$ cat src/rtl/pipe_hazard_ctrl.sv
// ----------------------------------------------------------------------------
// pipe_hazard_ctrl
//   Stall/flush sequencer for the 5-stage pipeline. It detects load-use
//   hazards between ID and EX, squashes wrong-path instructions after a
//   redirect (taken branch / jump resolved in EX), and freezes the whole
//   pipeline while data memory is busy. Two saturating counters record stall
//   cycles and accepted redirects for performance debug.
//
//   Control outputs are combinational from the state and the current inputs.
//   While rst_i is high they are forced to the reset pattern.
//
// Parameters
//   FLUSH_CYCLES  bubble cycles per redirect (>=1); >1 uses the FLUSH state
//   CNT_W         width of the perf counters
//
// Ports
//   clk_i, rst_i           clock (rising edge), async active-high reset
//   id_rs1_i, id_rs2_i     source registers of the instruction in ID
//   id_use_rs1_i/_rs2_i    ID instruction actually reads rs1 / rs2
//   ex_memread_i, ex_rd_i  instruction in EX is a load, and its rd
//   redirect_i             taken branch or jump resolved in EX
//   dmem_req_i/_ready_i    MEM stage access request / completion
//   cnt_clr_i              synchronous clear of the perf counters
//   pc_write_o             PC may update
//   ifid_write_o           IF/ID may load
//   ifid_flush_o           IF/ID loads a NOP
//   idex_flush_o           ID/EX loads a bubble
//   freeze_o               every pipeline register holds (memory wait)
//   stall_cnt_o            cycles with pc_write_o low (saturating)
//   flush_cnt_o            accepted redirects (saturating)
// ----------------------------------------------------------------------------
module pipe_hazard_ctrl #(
  parameter int FLUSH_CYCLES = 1,
  parameter int CNT_W        = 16
) (
  input  logic             clk_i,
  input  logic             rst_i,
  input  logic [4:0]       id_rs1_i,
  input  logic [4:0]       id_rs2_i,
  input  logic             id_use_rs1_i,
  input  logic             id_use_rs2_i,
  input  logic             ex_memread_i,
  input  logic [4:0]       ex_rd_i,
  input  logic             redirect_i,
  input  logic             dmem_req_i,
  input  logic             dmem_ready_i,
  input  logic             cnt_clr_i,
  output logic             pc_write_o,
  output logic             ifid_write_o,
  output logic             ifid_flush_o,
  output logic             idex_flush_o,
  output logic             freeze_o,
  output logic [CNT_W-1:0] stall_cnt_o,
  output logic [CNT_W-1:0] flush_cnt_o
);

  // Remaining-bubble counter only needs to hold FLUSH_CYCLES-1.
  localparam int FCW = (FLUSH_CYCLES > 2) ? $clog2(FLUSH_CYCLES) : 1;
  localparam logic [FCW-1:0]   FLUSH_LOAD = FCW'(FLUSH_CYCLES - 1);
  localparam logic [CNT_W-1:0] CNT_MAX    = {CNT_W{1'b1}};

  typedef enum logic [1:0] {
    RUN      = 2'd0,
    FLUSH    = 2'd1,
    MEM_WAIT = 2'd2
  } state_t;

  // Which rule set governs this cycle. The MEM_WAIT release cycle behaves
  // exactly like the state that was interrupted by the memory wait.
  typedef enum logic [1:0] {
    EV_RUN   = 2'd0,
    EV_FLUSH = 2'd1,
    EV_HOLD  = 2'd2,
    EV_BAD   = 2'd3
  } eval_t;

  state_t          state_r, state_nxt_s;
  eval_t           eval_s;
  logic [FCW-1:0]  fcnt_r, fcnt_nxt_s;
  logic            ret_flush_r, ret_flush_nxt_s;
  logic            memw_s, lu_s, redirect_acc_s;
  logic            pc_write_s, ifid_write_s, ifid_flush_s, idex_flush_s, freeze_s;
  logic [CNT_W-1:0] stall_cnt_r, flush_cnt_r;

  function automatic logic [CNT_W-1:0] sat_inc(input logic [CNT_W-1:0] v);
    if (v == CNT_MAX) begin
      sat_inc = v;
    end else begin
      sat_inc = v + CNT_W'(1'b1);
    end
  endfunction

  // Hazard terms: memory stall and load-use dependency (x0 never hazards).
  always_comb begin
    memw_s = dmem_req_i & ~dmem_ready_i;
    lu_s   = ex_memread_i & (ex_rd_i != 5'd0) &
             ((id_use_rs1_i & (ex_rd_i == id_rs1_i)) |
              (id_use_rs2_i & (ex_rd_i == id_rs2_i)));
  end

  // Next-state and control-output decode.
  always_comb begin
    pc_write_s      = 1'b1;
    ifid_write_s    = 1'b1;
    ifid_flush_s    = 1'b0;
    idex_flush_s    = 1'b0;
    freeze_s        = 1'b0;
    redirect_acc_s  = 1'b0;
    state_nxt_s     = state_r;
    fcnt_nxt_s      = fcnt_r;
    ret_flush_nxt_s = ret_flush_r;
    eval_s          = EV_BAD;

    case (state_r)
      RUN:      eval_s = EV_RUN;
      FLUSH:    eval_s = EV_FLUSH;
      MEM_WAIT: begin
        if (!dmem_ready_i) begin
          eval_s = EV_HOLD;
        end else if (ret_flush_r) begin
          eval_s = EV_FLUSH;
        end else begin
          eval_s = EV_RUN;
        end
      end
      default:  eval_s = EV_BAD;
    endcase

    case (eval_s)
      EV_RUN: begin
        if (memw_s) begin
          freeze_s        = 1'b1;
          pc_write_s      = 1'b0;
          ifid_write_s    = 1'b0;
          state_nxt_s     = MEM_WAIT;
          ret_flush_nxt_s = 1'b0;
        end else if (redirect_i) begin
          // Redirect outranks load-use: the dependent instruction is squashed.
          ifid_flush_s   = 1'b1;
          idex_flush_s   = 1'b1;
          redirect_acc_s = 1'b1;
          if (FLUSH_CYCLES > 1) begin
            state_nxt_s = FLUSH;
            fcnt_nxt_s  = FLUSH_LOAD;
          end else begin
            state_nxt_s = RUN;
          end
        end else if (lu_s) begin
          pc_write_s   = 1'b0;
          ifid_write_s = 1'b0;
          idex_flush_s = 1'b1;
          state_nxt_s  = RUN;
        end else begin
          state_nxt_s = RUN;
        end
      end
      EV_FLUSH: begin
        if (memw_s) begin
          // Bubble count is frozen; resume FLUSH once memory completes.
          freeze_s        = 1'b1;
          pc_write_s      = 1'b0;
          ifid_write_s    = 1'b0;
          state_nxt_s     = MEM_WAIT;
          ret_flush_nxt_s = 1'b1;
        end else if (redirect_i) begin
          ifid_flush_s   = 1'b1;
          redirect_acc_s = 1'b1;
          state_nxt_s    = FLUSH;
          fcnt_nxt_s     = FLUSH_LOAD;
        end else begin
          ifid_flush_s = 1'b1;
          if (fcnt_r <= FCW'(1'b1)) begin
            state_nxt_s = RUN;
          end else begin
            state_nxt_s = FLUSH;
            fcnt_nxt_s  = fcnt_r - FCW'(1'b1);
          end
        end
      end
      EV_HOLD: begin
        freeze_s     = 1'b1;
        pc_write_s   = 1'b0;
        ifid_write_s = 1'b0;
        state_nxt_s  = MEM_WAIT;
      end
      default: begin
        // Illegal state: squash the pipe front-end and recover to RUN.
        pc_write_s      = 1'b0;
        ifid_write_s    = 1'b0;
        ifid_flush_s    = 1'b1;
        idex_flush_s    = 1'b1;
        state_nxt_s     = RUN;
        ret_flush_nxt_s = 1'b0;
      end
    endcase

    if (rst_i) begin
      pc_write_s     = 1'b0;
      ifid_write_s   = 1'b0;
      ifid_flush_s   = 1'b1;
      idex_flush_s   = 1'b1;
      freeze_s       = 1'b0;
      redirect_acc_s = 1'b0;
    end else begin
      redirect_acc_s = redirect_acc_s;
    end
  end

  // State, bubble counter and FLUSH-resume flag.
  always_ff @(posedge clk_i or posedge rst_i) begin
    if (rst_i) begin
      state_r     <= RUN;
      fcnt_r      <= {FCW{1'b0}};
      ret_flush_r <= 1'b0;
    end else begin
      state_r     <= state_nxt_s;
      fcnt_r      <= fcnt_nxt_s;
      ret_flush_r <= ret_flush_nxt_s;
    end
  end

  // Saturating perf counters; clear beats increment.
  always_ff @(posedge clk_i or posedge rst_i) begin
    if (rst_i) begin
      stall_cnt_r <= {CNT_W{1'b0}};
      flush_cnt_r <= {CNT_W{1'b0}};
    end else if (cnt_clr_i) begin
      stall_cnt_r <= {CNT_W{1'b0}};
      flush_cnt_r <= {CNT_W{1'b0}};
    end else begin
      if (!pc_write_s) begin
        stall_cnt_r <= sat_inc(stall_cnt_r);
      end
      if (redirect_acc_s) begin
        flush_cnt_r <= sat_inc(flush_cnt_r);
      end
    end
  end

  assign pc_write_o   = pc_write_s;
  assign ifid_write_o = ifid_write_s;
  assign ifid_flush_o = ifid_flush_s;
  assign idex_flush_o = idex_flush_s;
  assign freeze_o     = freeze_s;
  assign stall_cnt_o  = stall_cnt_r;
  assign flush_cnt_o  = flush_cnt_r;

endmodule

$ cat config.mk
export PLATFORM = sky130hd
export DESIGN_NAME = pipe_hazard_ctrl
export DESIGN_NICKNAME = d
export VERILOG_FILES = /design/src/rtl/pipe_hazard_ctrl.sv
export SDC_FILE = /design/constraint.sdc
export NUM_CORES = 1
export LEC_CHECK = 0
export BUFFER_PORTS_ARGS = -buffer_cell sky130_fd_sc_hd__buf_2
export CAP_MARGIN = 15
export CORE_UTILIZATION = 30
export DETAILED_ROUTE_END_ITERATION = 16
export GPL_TIMING_DRIVEN = 0
export PLACE_DENSITY = 0.61
export SLEW_MARGIN = 5
export SYNTH_ARGS = -nofsm -noshare
export SYNTH_HDL_FRONTEND = slang
export SYNTH_SLANG_ARGS = --single-unit
$ cat constraint.sdc
create_clock -name clk_i -period 2.8 [get_ports clk_i]
set_clock_uncertainty 0.15 [all_clocks]
set_input_delay 0.14 -clock clk_i [delete_from_list [all_inputs] [get_ports clk_i]]
set_output_delay 0.14 -clock clk_i [all_outputs]
set_load 0.01 [all_outputs]
# Word level (Yosys, flattened, before mapping)
# Cells that the tools add are included.
dict set report totals {
  register_bits 36
  in_bits 24
  output_inout_bits 37
  elab_cells 81
}
dict set report op_classes {
  addsub 3
  n_lt_le_gt_ge 1
  eq_ne 14
  n_mux 39
  n_bitwise 9
  n_reduce_logical 10
}
# op count
set op_table {}
lappend op_table {{16-bit 2-to-1 mux} 6}
lappend op_table {{16-bit by 1-bit adder with 16-bit output, second input constant} 2}
lappend op_table {{16-bit == test, second input constant} 2}
lappend op_table {{1-bit 2-to-1 mux} 23}
lappend op_table {{2-bit != test, second input constant} 6}
lappend op_table {{2-bit one-hot mux with 3 select lines} 2}
lappend op_table {{5-bit == test} 2}
lappend op_table {{2-bit 2-to-1 mux} 3}
lappend op_table {{1-bit one-hot mux with 2 select lines} 3}
lappend op_table {{1-bit one-hot mux with 3 select lines} 2}
lappend op_table {{3-bit AND reduction} 2}
lappend op_table {{1-bit bitwise AND} 5}
lappend op_table {{5-bit nonzero test} 1}
lappend op_table {{2-bit by 1-bit == test with 1-bit output, second input constant} 2}
lappend op_table {{2-bit == test, second input constant} 2}
lappend op_table {{2-bit logical NOT} 2}
lappend op_table {{2-bit AND reduction} 2}
lappend op_table {{2-bit OR reduction} 2}
lappend op_table {{1-bit inverter} 3}
lappend op_table {{2-bit nonzero test} 1}
lappend op_table {{1-bit less-or-equal comparator, second input constant} 1}
lappend op_table {{1-bit bitwise OR} 1}
lappend op_table {{1-bit subtractor, second input constant} 1}

# Longest topological paths before layout
# Gate-level depths: netlist of the first run.
dict set report logic_depth {
  word_depth 11
  mapped_depth 8
  depth_no_buf 7
}

# Worst setup path before layout of the first run
# OpenSTA, ideal clock, no wires.
dict set report synth_timing {
  path_kind {input to register}
  from {in rst_i}
  to {reg flush_cnt_r[10] (netlist: flush_cnt_o[10])}
  arrival_ps 1896
  setup_slack_ps 676
  stages 5
  path_cell_list {inv_1 > o211a_1 > nand4_1 > or3_1 > a21oi_1}
}
dict set report synth_between {
  elab_chain_cells 3
}
# item line_no
set synth_lines {}
lappend synth_lines {{from (decl)} 37} ;# input logic rst_i,
lappend synth_lines {{1-bit 2-to-1 mux} 197} ;# if (rst_i) begin
lappend synth_lines {{2-bit nonzero test (no line)} --}
lappend synth_lines {{2-bit AND reduction (no line)} --}
lappend synth_lines {{to (signal assigned)} 226} ;# flush_cnt_r <= {CNT_W{1'b0}};
lappend synth_lines {{to (signal assigned)} 229} ;# flush_cnt_r <= {CNT_W{1'b0}};
lappend synth_lines {{to (signal assigned)} 235} ;# flush_cnt_r <= sat_inc(flush_cnt_r);
lappend synth_lines {{to (decl)} 83} ;# logic [CNT_W-1:0] stall_cnt_r, flush_cnt_r;
# No other way between the ends.
# A chain may end at the register's enable or synchronous reset.

# Worst setup path in the final report of the first run
# Ends and elaborated chain as after synthesis.

==> results of run 1 <==
-- synth_stat cells (all sizes together) (7+ instances only) --
| cell type | number | area share |
|---|---|---|
| o21ai | 8 | 0.020 |
| nand2 | 15 | 0.026 |
| nand3 | 13 | 0.033 |
| and3 | 7 | 0.020 |
| a21oi | 16 | 0.037 |
| xnor2 | 10 | 0.041 |
| nor2b | 7 | 0.020 |
| nor2 | 21 | 0.037 |
| dfrtp | 35 | 0.41 |
| xor2 | 11 | 0.045 |
| nand4 | 14 | 0.041 |
-- worst max-delay path, cell delays in order --
cell and delay (ns):
dlygate4sd3_1 0.53, buf_2 0.15, inv_2 0.55, o211a_1 0.32, nand4_1 0.30, or3_1 0.41
a21oi_1 0.15
-- worst max-delay path by stage --
stage	to	slack [ns]	depth (start not counted)
floorplan	flush_cnt_o[10]	0.68	5
global placement	flush_cnt_o[12]	0.003	6
detailed placement	stall_cnt_o[2]	0.39	8
CTS	flush_cnt_o[10]	0.21	7
global route	flush_cnt_o[10]	0.04	7
finish	flush_cnt_o[10]	0.30	7
-- cells in the final DEF, fill, tap and decap left out, types with 4 or more instances in the layout --
cell | synthesis | routed
and2_1 | 5 | 5
or3_1 | 4 | 4
or4_1 | 6 | 6
o31ai_1 | 6 | 6
and3_1 | 7 | 7
nand3_1 | 12 | 12
nand2_1 | 15 | 15
o21ai_0 | 7 | 7
nand4_1 | 14 | 14
nor2_1 | 21 | 21
clkbuf_8 | 0 | 5
dlygate4sd3_1 | 0 | 4
dfrtp_1 | 35 | 35
buf_2 | 1 | 61
a21oi_1 | 16 | 16
clkbuf_1 | 6 | 6
o311ai_0 | 4 | 4
xor2_1 | 11 | 11
xnor2_1 | 10 | 10
nor2b_1 | 7 | 7
and4_1 | 6 | 6
-- flip-flops by register name (all words and copies together) (netlist names) --
name / count
flush_cnt_o: 16
stall_cnt_o: 16
state_r: 2
ret_flush_r: 1
-- metal layers --
metal,GRT usage,routed length (um)
met3,0.0314,227
met2,0.246,2550
met1,0.206,2600
met4,0.0424,45
met5,0,0
-- repair_timing --
action                    4_1_cts  5_1_grt
hold endpoints to repair       37        0
buffers inserted                0        0
hold buffers                    4        0
-- cell type report --
class | instances | area [um2] | area share
multi-input combinational | 184 | 1180 | 0.438
sequential | 35 | 876 | 0.324
timing repair buffer | 64 | 340 | 0.126
tap | 96 | 120 | 0.0444
clock buffer | 5 | 68.8 | 0.0255
buffer | 11 | 65.1 | 0.0241
clock inverter | 3 | 25.0 | 0.00926
inverter | 5 | 23.8 | 0.00880
-- cells by family (layout without fill, tap and decap cells) --
kind of cell    count (synthesis)  after routing  synth area share
xor+xnor                       21             21            0.0856
fa+ha+maj                       2              2            0.0116
flops                          35             35             0.408
compound gates                 46             46             0.145
mux                             3              3            0.0175
simple gates                  112            112             0.291
buf+inv                        16             88            0.0413
-- metrics by stage --
step | total power [W] | util | hold slack (ns)
floorplan | 0.000610 | - | 0.0607
global placement | 0.000665 | 0.374 | 0.250
detailed placement | 0.000667 | 0.374 | 0.215
CTS | 0.00105 | 0.393 | 0.0640
global route | 0.00109 | 0.393 | 0.0911
finish | 0.00104 | 0.393 | 0.0653
-- report_power, final --
part / internal (W) / switching (W) / total [W]
registers: 0.000511 / 0.00000938 / 0.000521
clock network: 0.000178 / 0.000201 / 0.000379
logic: 0.0000600 / 0.0000792 / 0.000139
total: 0.000749 / 0.000290 / 0.00104
==> results.toml, run 1 <==
[outcome]
status = "finished clean"

[synthesis]
synth-main-ff-cell = "dfrtp_1"
ys_async_sr_fraction = 1.00
ys_seq_elements = 35
yosysSeqAreaShare = 0.408
synth_edf_count = 0
synth_area_per_cell_um2 = 9.14
syn_area_mm2 = 0.00215
synth_cell_type_count = 42
synthesis.nets = 261
synth.yosys.warnings = 0
synth_cells = 235

[sta]
worst_pin_slew_ns = 0.758
rsz0062_at_grt = "no"
finalSetupViolCount = 0
worst_slack_ns = 0.300
fin_crit_sh = 0.893
final.min_clock_period_ns = 2.50
hold_viol = 0
slew_headroom = 0.494
tns_ns = 0
max_freq_ghz = 0.400
drv_slew = 0

[clock_network]
clock_sinks = 35
clk_pin_slew_worst_paths_ns = 0.08
cts_root_buf = "clkbuf_8"
cts_buffer_depth = 2
clock_latency_ns = 0.29
ctsHtreeMaxLevel = 2
cts_tree = "yes"
cts-resized-gates = 0
cts_buffers = 5

[setup_path]
r2r_slack_ns = 0.33
critPathRequiredTime_ns = 2.86
startpoint = "rst_i"
worstSetupPathType = "in -> reg"
cp.arrival_ns = 2.56
startpoint_type = "input pin"
r2r_start = "stall_cnt_o[3]"
crit_path_max_fanout = 37
r2r_cells = 8
reg2reg_to = "stall_cnt_o[5]"
endpoint_kind = "register"

[pwr]
vdd_ir_drop_max_mv = 0.206
p_leak_nw = 1.25
pwr_density_cell_mw_per_mm2 = 384

[floorplanning]
die-area_mm2 = 0.00750
rows = 30
die_w_um = 86.6
start_util = 0.313
core_area_mm2 = 0.00687
die_h_um = 86.6
ios = 61

[drt]
wirelength_mm = 5.43
route.detailed.drc = 0
vias_per_cell = 5.00
wire_per_inst_um = 13.5
drtIter0Drc = 105
via_count = 2015
ant_nets = 0
dr.pass1.iters = 4

[min_path]
holdCritPathClass = "in -> reg"
hold-path-cell-count = 3
hold_end = "stall_cnt_o[13]"
hp-start = "cnt_clr_i"

[job]
cap_violations = 0

[finish]
layout.cells.non_filler = 403
area_growth_pct = 25.8
fin_nets = 332
layout-drive-gt1-share = 0.277
fin_area_mm2 = 0.00270
fillers = 726
diodes = 0

[global_route]
grtUsageTotal = 0.152
grt_start_max_net_pins = 38
grt_pass1_wl_mm = 9.04
grt_pass1_vias = 1920
antenna_found_initial = 0
gr-total-overflow = 0

[placed_design]
place_ws_ns = 0.386
gp_congestion = 0.818
port_buffers = 60
dp_cells = 391
dpl_cell_area_mm2 = 0.00257
dp_hpwl_mm = 3.96
Note: power is estimated with default switching activity, not from simulation.
==> run 2, diff against run 1 <==
--- a/config.mk
+++ b/config.mk
@@ -10,7 +10,7 @@
 export CORE_UTILIZATION = 30
 export DETAILED_ROUTE_END_ITERATION = 16
 export GPL_TIMING_DRIVEN = 0
-export PLACE_DENSITY = 0.61
+export PLACE_DENSITY_LB_ADDON = 0.05
 export SLEW_MARGIN = 5
 export SYNTH_ARGS = -nofsm -noshare
 export SYNTH_HDL_FRONTEND = slang
==> run 2 against run 1 <==
Effect of this change: non-clock buffer count stayed put; final cell count stayed put; critical path type is now reg -> reg; critical endpoint is now stall_cnt_o[2]; register-to-register slack hardly changed; die area stayed put; critical path depth is 1 higher; global-route usage is 1.1 points higher.
==> results.toml, run 2 (synthesis results as in run 1) <==
[placed_design]
gp_congestion = 0.744
dp_cells = 391
place_ws_ns = 0.330
dp_hpwl_mm = 4.06
port_buffers = 60

[finish]
layout.cells.non_filler = 403
area_growth_pct = 27.0
fin_nets = 332
final_common_cell = "buf_2"
diodes = 0
layout-drive-gt1-share = 0.277
final_cell_mix = "61 x buf_2, 35 x dfrtp_1, 21 x nor2_1, 16 x a21oi_1, 15 x nand2_1"

[global_route]
grt_pass1_vias = 1930
gr-total-overflow = 0
grtUsageTotal = 0.163
antenna_found_initial = 0
grt_start_max_net_pins = 38
grt_pass1_wl_mm = 9.57

[min_path]
hp-start = "cnt_clr_i"
holdCritPathClass = "in -> reg"

[setup_path]
cp_slowest_stage_delay_ns = 0.43
startpoint = "stall_cnt_o[3]"
crit_path_max_fanout = 10
startpoint_type = "register"
endpoint_kind = "register"
r2r_cells = 8
r2r_slack_ns = 0.33
reg2reg_to = "stall_cnt_o[2]"
crit_chain = "and4_1 > and4_1 > nand3_2 > nor2_1 > buf_4 > buf_2 > o311ai_0 > o41ai_1"
cp.arrival_ns = 2.49
worstSetupPathType = "reg -> reg"
cp-endpoint = "stall_cnt_o[2]"
critPathSlowestCell = "dfrtp_1"
path_depth = 8
critPathTopFamily = "simple AND/OR/NAND/NOR gates"
r2r_start = "stall_cnt_o[3]"
cpMostUsedCell = "and4_1"
critPathRequiredTime_ns = 2.82
path_buf_inv = 2

[clock_network]
cts_buffers = 5
cts_tree = "yes"
clk_pin_slew_worst_paths_ns = 0.08
cts_buffer_depth = 2
cts_root_buf = "clkbuf_8"
ctsHtreeMaxLevel = 2
clock_latency_ns = 0.29
clock_sinks = 35

[sta]
finalSetupViolCount = 0
max_freq_ghz = 0.405
tns_ns = 0
slew_headroom = 0.565
hold_viol = 0
drv_slew = 0
worst_pin_slew_ns = 0.652
worst_slack_ns = 0.330
rsz0062_at_grt = "no"
fin_crit_sh = 0.882
final.min_clock_period_ns = 2.47

[floorplanning]
die-area_mm2 = 0.00750
core_area_mm2 = 0.00687
rows = 30
die_w_um = 86.6
start_util = 0.313
die_h_um = 86.6
ios = 61

[job]
cap_violations = 0

[outcome]
status = "finished clean"

[drt]
wirelength_mm = 5.67
vias_per_cell = 4.92
ant_nets = 0
route.detailed.drc = 0
via_count = 1983
drtIter0Drc = 70
wire_per_inst_um = 14.1
dr.pass1.iters = 4

[pwr]
pwr_density_cell_mw_per_mm2 = 419
p_leak_nw = 1.26
p_total_w = 0.00114
vdd_ir_drop_max_mv = 0.182
run 2: changes by cell type in the layout (fill, tap and decap cells not counted):
cell        delta
bufinv_16      +1
clkinv_2       +2
clkbuf_8       +1
inv_2          -1
clkinv_4       -2
clkinvlp_4     -1
run 2: worst register-to-register path, cell delays in order (launching register included):
cell,delay (ns)
dfrtp_1,0.43
and4_1,0.30
and4_1,0.33
nand3_2,0.19
nor2_1,0.25
buf_4,0.22
buf_2,0.25
o311ai_0,0.14
o41ai_1,0.10
run 2: area by class of cell:
type / count / area (um2)
Inverter: 5 / 25.0
Clock buffer: 6 / 82.6
Buffer: 11 / 65.1
Clock inverter: 2 / 35.0
Timing Repair Buffer: 64 / 340
Sequential cell: 35 / 876
Fill cell: 725 / 4140
Tap cell: 96 / 120
Multi-Input combinational cell: 184 / 1180
run 2: where the power goes:
part	leakage, nW	switching (W)	internal, W	total (W)
sequential	0.486	0.00000915	0.000511	0.000520
clock	0.0612	0.000196	0.000288	0.000484
combinational	0.717	0.0000790	0.0000601	0.000139
total	1.26	0.000284	0.000860	0.00114
run 2: worst min path at each step:
stage                           end  slack [ns]  cells past startpoint
finish              stall_cnt_o[13]        0.06                      3
global route        stall_cnt_o[13]        0.08                      3
CTS                 stall_cnt_o[15]        0.06                      3
detailed placement      ret_flush_r        0.23                      2
global placement         state_r[1]        0.26                      2
floorplan                state_r[1]        0.06                      1
run 2: repair_timing:
item,4_1_cts,5_1_grt
setup buffers,0,0
endpoints found under the hold margin,37,0
hold buffers,4,0
resized for setup,0,1
endpoints found under the setup margin,0,3
run 2: through the flow:
stage / instance area (um2) / utilization / hold WS [ns]
finish: 2730 / 0.397 / 0.0563
global placement: 2570 / 0.374 / 0.261
floorplan: 2150 / - / 0.0607
global route: 2730 / 0.397 / 0.0801
CTS: 2730 / 0.397 / 0.0630
detailed placement: 2570 / 0.374 / 0.234
run 2: per-layer routing:
metal / global-route usage / wire (um)
met1: 0.214 / 2710
met4: 0.0455 / 56
met5: 0 / 0
met3: 0.0314 / 163
met2: 0.273 / 2740
==> run 3, diff against run 2 <==
--- a/config.mk
+++ b/config.mk
@@ -8,6 +8,7 @@
 export BUFFER_PORTS_ARGS = -buffer_cell sky130_fd_sc_hd__buf_2
 export CAP_MARGIN = 15
 export CORE_UTILIZATION = 30
+export CTS_BUF_LIST = sky130_fd_sc_hd__clkbuf_2
 export DETAILED_ROUTE_END_ITERATION = 16
 export GPL_TIMING_DRIVEN = 0
 export PLACE_DENSITY_LB_ADDON = 0.05
==> run 3 against run 2 <==
Effect of this change: first-iteration DRC count rose by 17%; critical path type unchanged; die area did not move; critical endpoint unchanged; via count rose by 1.1%; worst setup slack got worse by 0.012 ns; flip-flop and latch count unchanged; sequential share of layout area up 0.54 points; largest cell class unchanged.
==> results.toml, run 3 (synthesis results as in run 1) <==
[sta]
worst_pin_slew_ns = 0.780
final.min_clock_period_ns = 2.48
slew_headroom = 0.479
max_freq_ghz = 0.403
drv_slew = 0
fin_crit_sh = 0.886
rsz0062_at_grt = "no"
whs_ns = 0.0560
hold_viol = 0
finalSetupViolCount = 0

[setup_path]
cp.arrival_ns = 2.61
startpoint_type = "register"
crit_path_max_fanout = 10
critPathRequiredTime_ns = 2.93
endpoint_kind = "register"
worstSetupPathType = "reg -> reg"

[placed_design]
port_buffers = 60
dp_hpwl_mm = 4.06
gp_congestion = 0.744

[finish]
final_common_cell = "buf_2"
final_util = 0.391
fin_nets = 333
layout-drive-gt1-share = 0.273
diodes = 0
final_cell_mix = "61 x buf_2, 35 x dfrtp_1, 21 x nor2_1, 16 x a21oi_1, 15 x nand2_1"
fillers = 725
area_growth_pct = 24.9

[min_path]
holdCritPathClass = "in -> reg"

[global_route]
antenna_found_initial = 0
gr-total-overflow = 0
grt_pass1_wl_mm = 9.53
grt_pass1_vias = 1921
grt_start_max_net_pins = 38
grtUsageTotal = 0.162

[floorplanning]
die-area_mm2 = 0.00750
die_w_um = 86.6
start_util = 0.313
rows = 30
core_area_mm2 = 0.00687
ios = 61
die_h_um = 86.6

[drt]
wire_per_inst_um = 14.0
dr.pass1.iters = 4
drtIter0Drc = 82
route.detailed.drc = 0
vias_per_cell = 4.96
wirelength_mm = 5.66
ant_nets = 0
via_count = 2004

[clock_network]
cts_tree = "yes"
clock_latency_ns = 0.39
cts_buffers = 5
cts_buffer_depth = 2
clk_pin_slew_worst_paths_ns = 0.19
ctsHtreeMaxLevel = 2
clock_sinks = 35
cts_root_buf = "clkbuf_2"
cts-resized-gates = 0

[pwr]
p_leak_nw = 1.25
p_total_w = 0.000992
pwr_density_cell_mw_per_mm2 = 370
vdd_ir_drop_max_mv = 0.147

[job]
cap_violations = 0

[outcome]
status = "finished clean"
==> run 3: changes by cell type in the layout (fill, tap and decap cells not counted), sizes merged <==
cell / delta
clkbuf: -1
dlygate4sd3: +1
inv: +1
==> run 3: critical path, cell delays in order (launching register included) <==
cell	delay, ns
dfrtp_1	0.47
and4_1	0.29
and4_1	0.33
nand3_2	0.19
nor2_1	0.25
buf_4	0.22
buf_2	0.25
o311ai_0	0.14
o41ai_1	0.10
==> run 3: layout make-up <==
class / instances / area (um2) / area share
repair buffers: 65 / 350 / 0.131
multi-input cells: 184 / 1180 / 0.441
flip-flops and latches: 35 / 876 / 0.326
plain buffers: 11 / 65.1 / 0.0243
inverters: 5 / 23.8 / 0.00886
clock buffers: 5 / 25.0 / 0.00933
clock inverters: 3 / 38.8 / 0.0145
well taps: 96 / 120 / 0.0448
==> run 3: timing repair <==
item	in CTS	in global routing
buffers inserted	0	0
hold buffers	5	0
endpoints found under the hold margin	40	0
==> run 3: through the flow <==
| step | std cells | setup TNS, ns | cell area [um2] | setup WS, ns |
|---|---|---|---|---|
| 2_1_floorplan | 235 | 0 | 2150 | 0.676 |
| 3_3_place_gp | 391 | -0.685 | 2570 | -0.0984 |
| 3_5_place_dp | 391 | 0 | 2570 | 0.330 |
| 4_1_cts | 404 | 0 | 2680 | 0.302 |
| 5_1_grt | 404 | 0 | 2680 | 0.0192 |
| 6_report | 404 | 0 | 2680 | 0.318 |
==> run 3: power by group <==
| group | switching, W | internal (W) |
|---|---|---|
| Clock | 0.000183 | 0.000147 |
| Combinational | 0.0000791 | 0.0000609 |
| Sequential | 0.00000909 | 0.000512 |
| Total | 0.000271 | 0.000720 |
==> run 3: path summary, 6_finish.rpt <==
kind                                  from  slack [ns]               to  cells after the start
max in group asynchronous            rst_i        1.69   stall_cnt_o[5]                      3
max reg2reg                 stall_cnt_o[3]        0.32   stall_cnt_o[2]                      8
min in group asynchronous            rst_i        0.30  flush_cnt_o[13]                      3
min                             dmem_req_i        0.06      ret_flush_r                      4
max                         stall_cnt_o[3]        0.32   stall_cnt_o[2]                      8
min reg2reg                flush_cnt_o[12]        0.44  flush_cnt_o[12]                      2
==> run 3: per-layer routing <==
layer  global-route usage  share of wire
met1                0.213           0.48
met5                    0              0
met3               0.0314          0.031
met4               0.0409         0.0078
met2                0.271           0.48
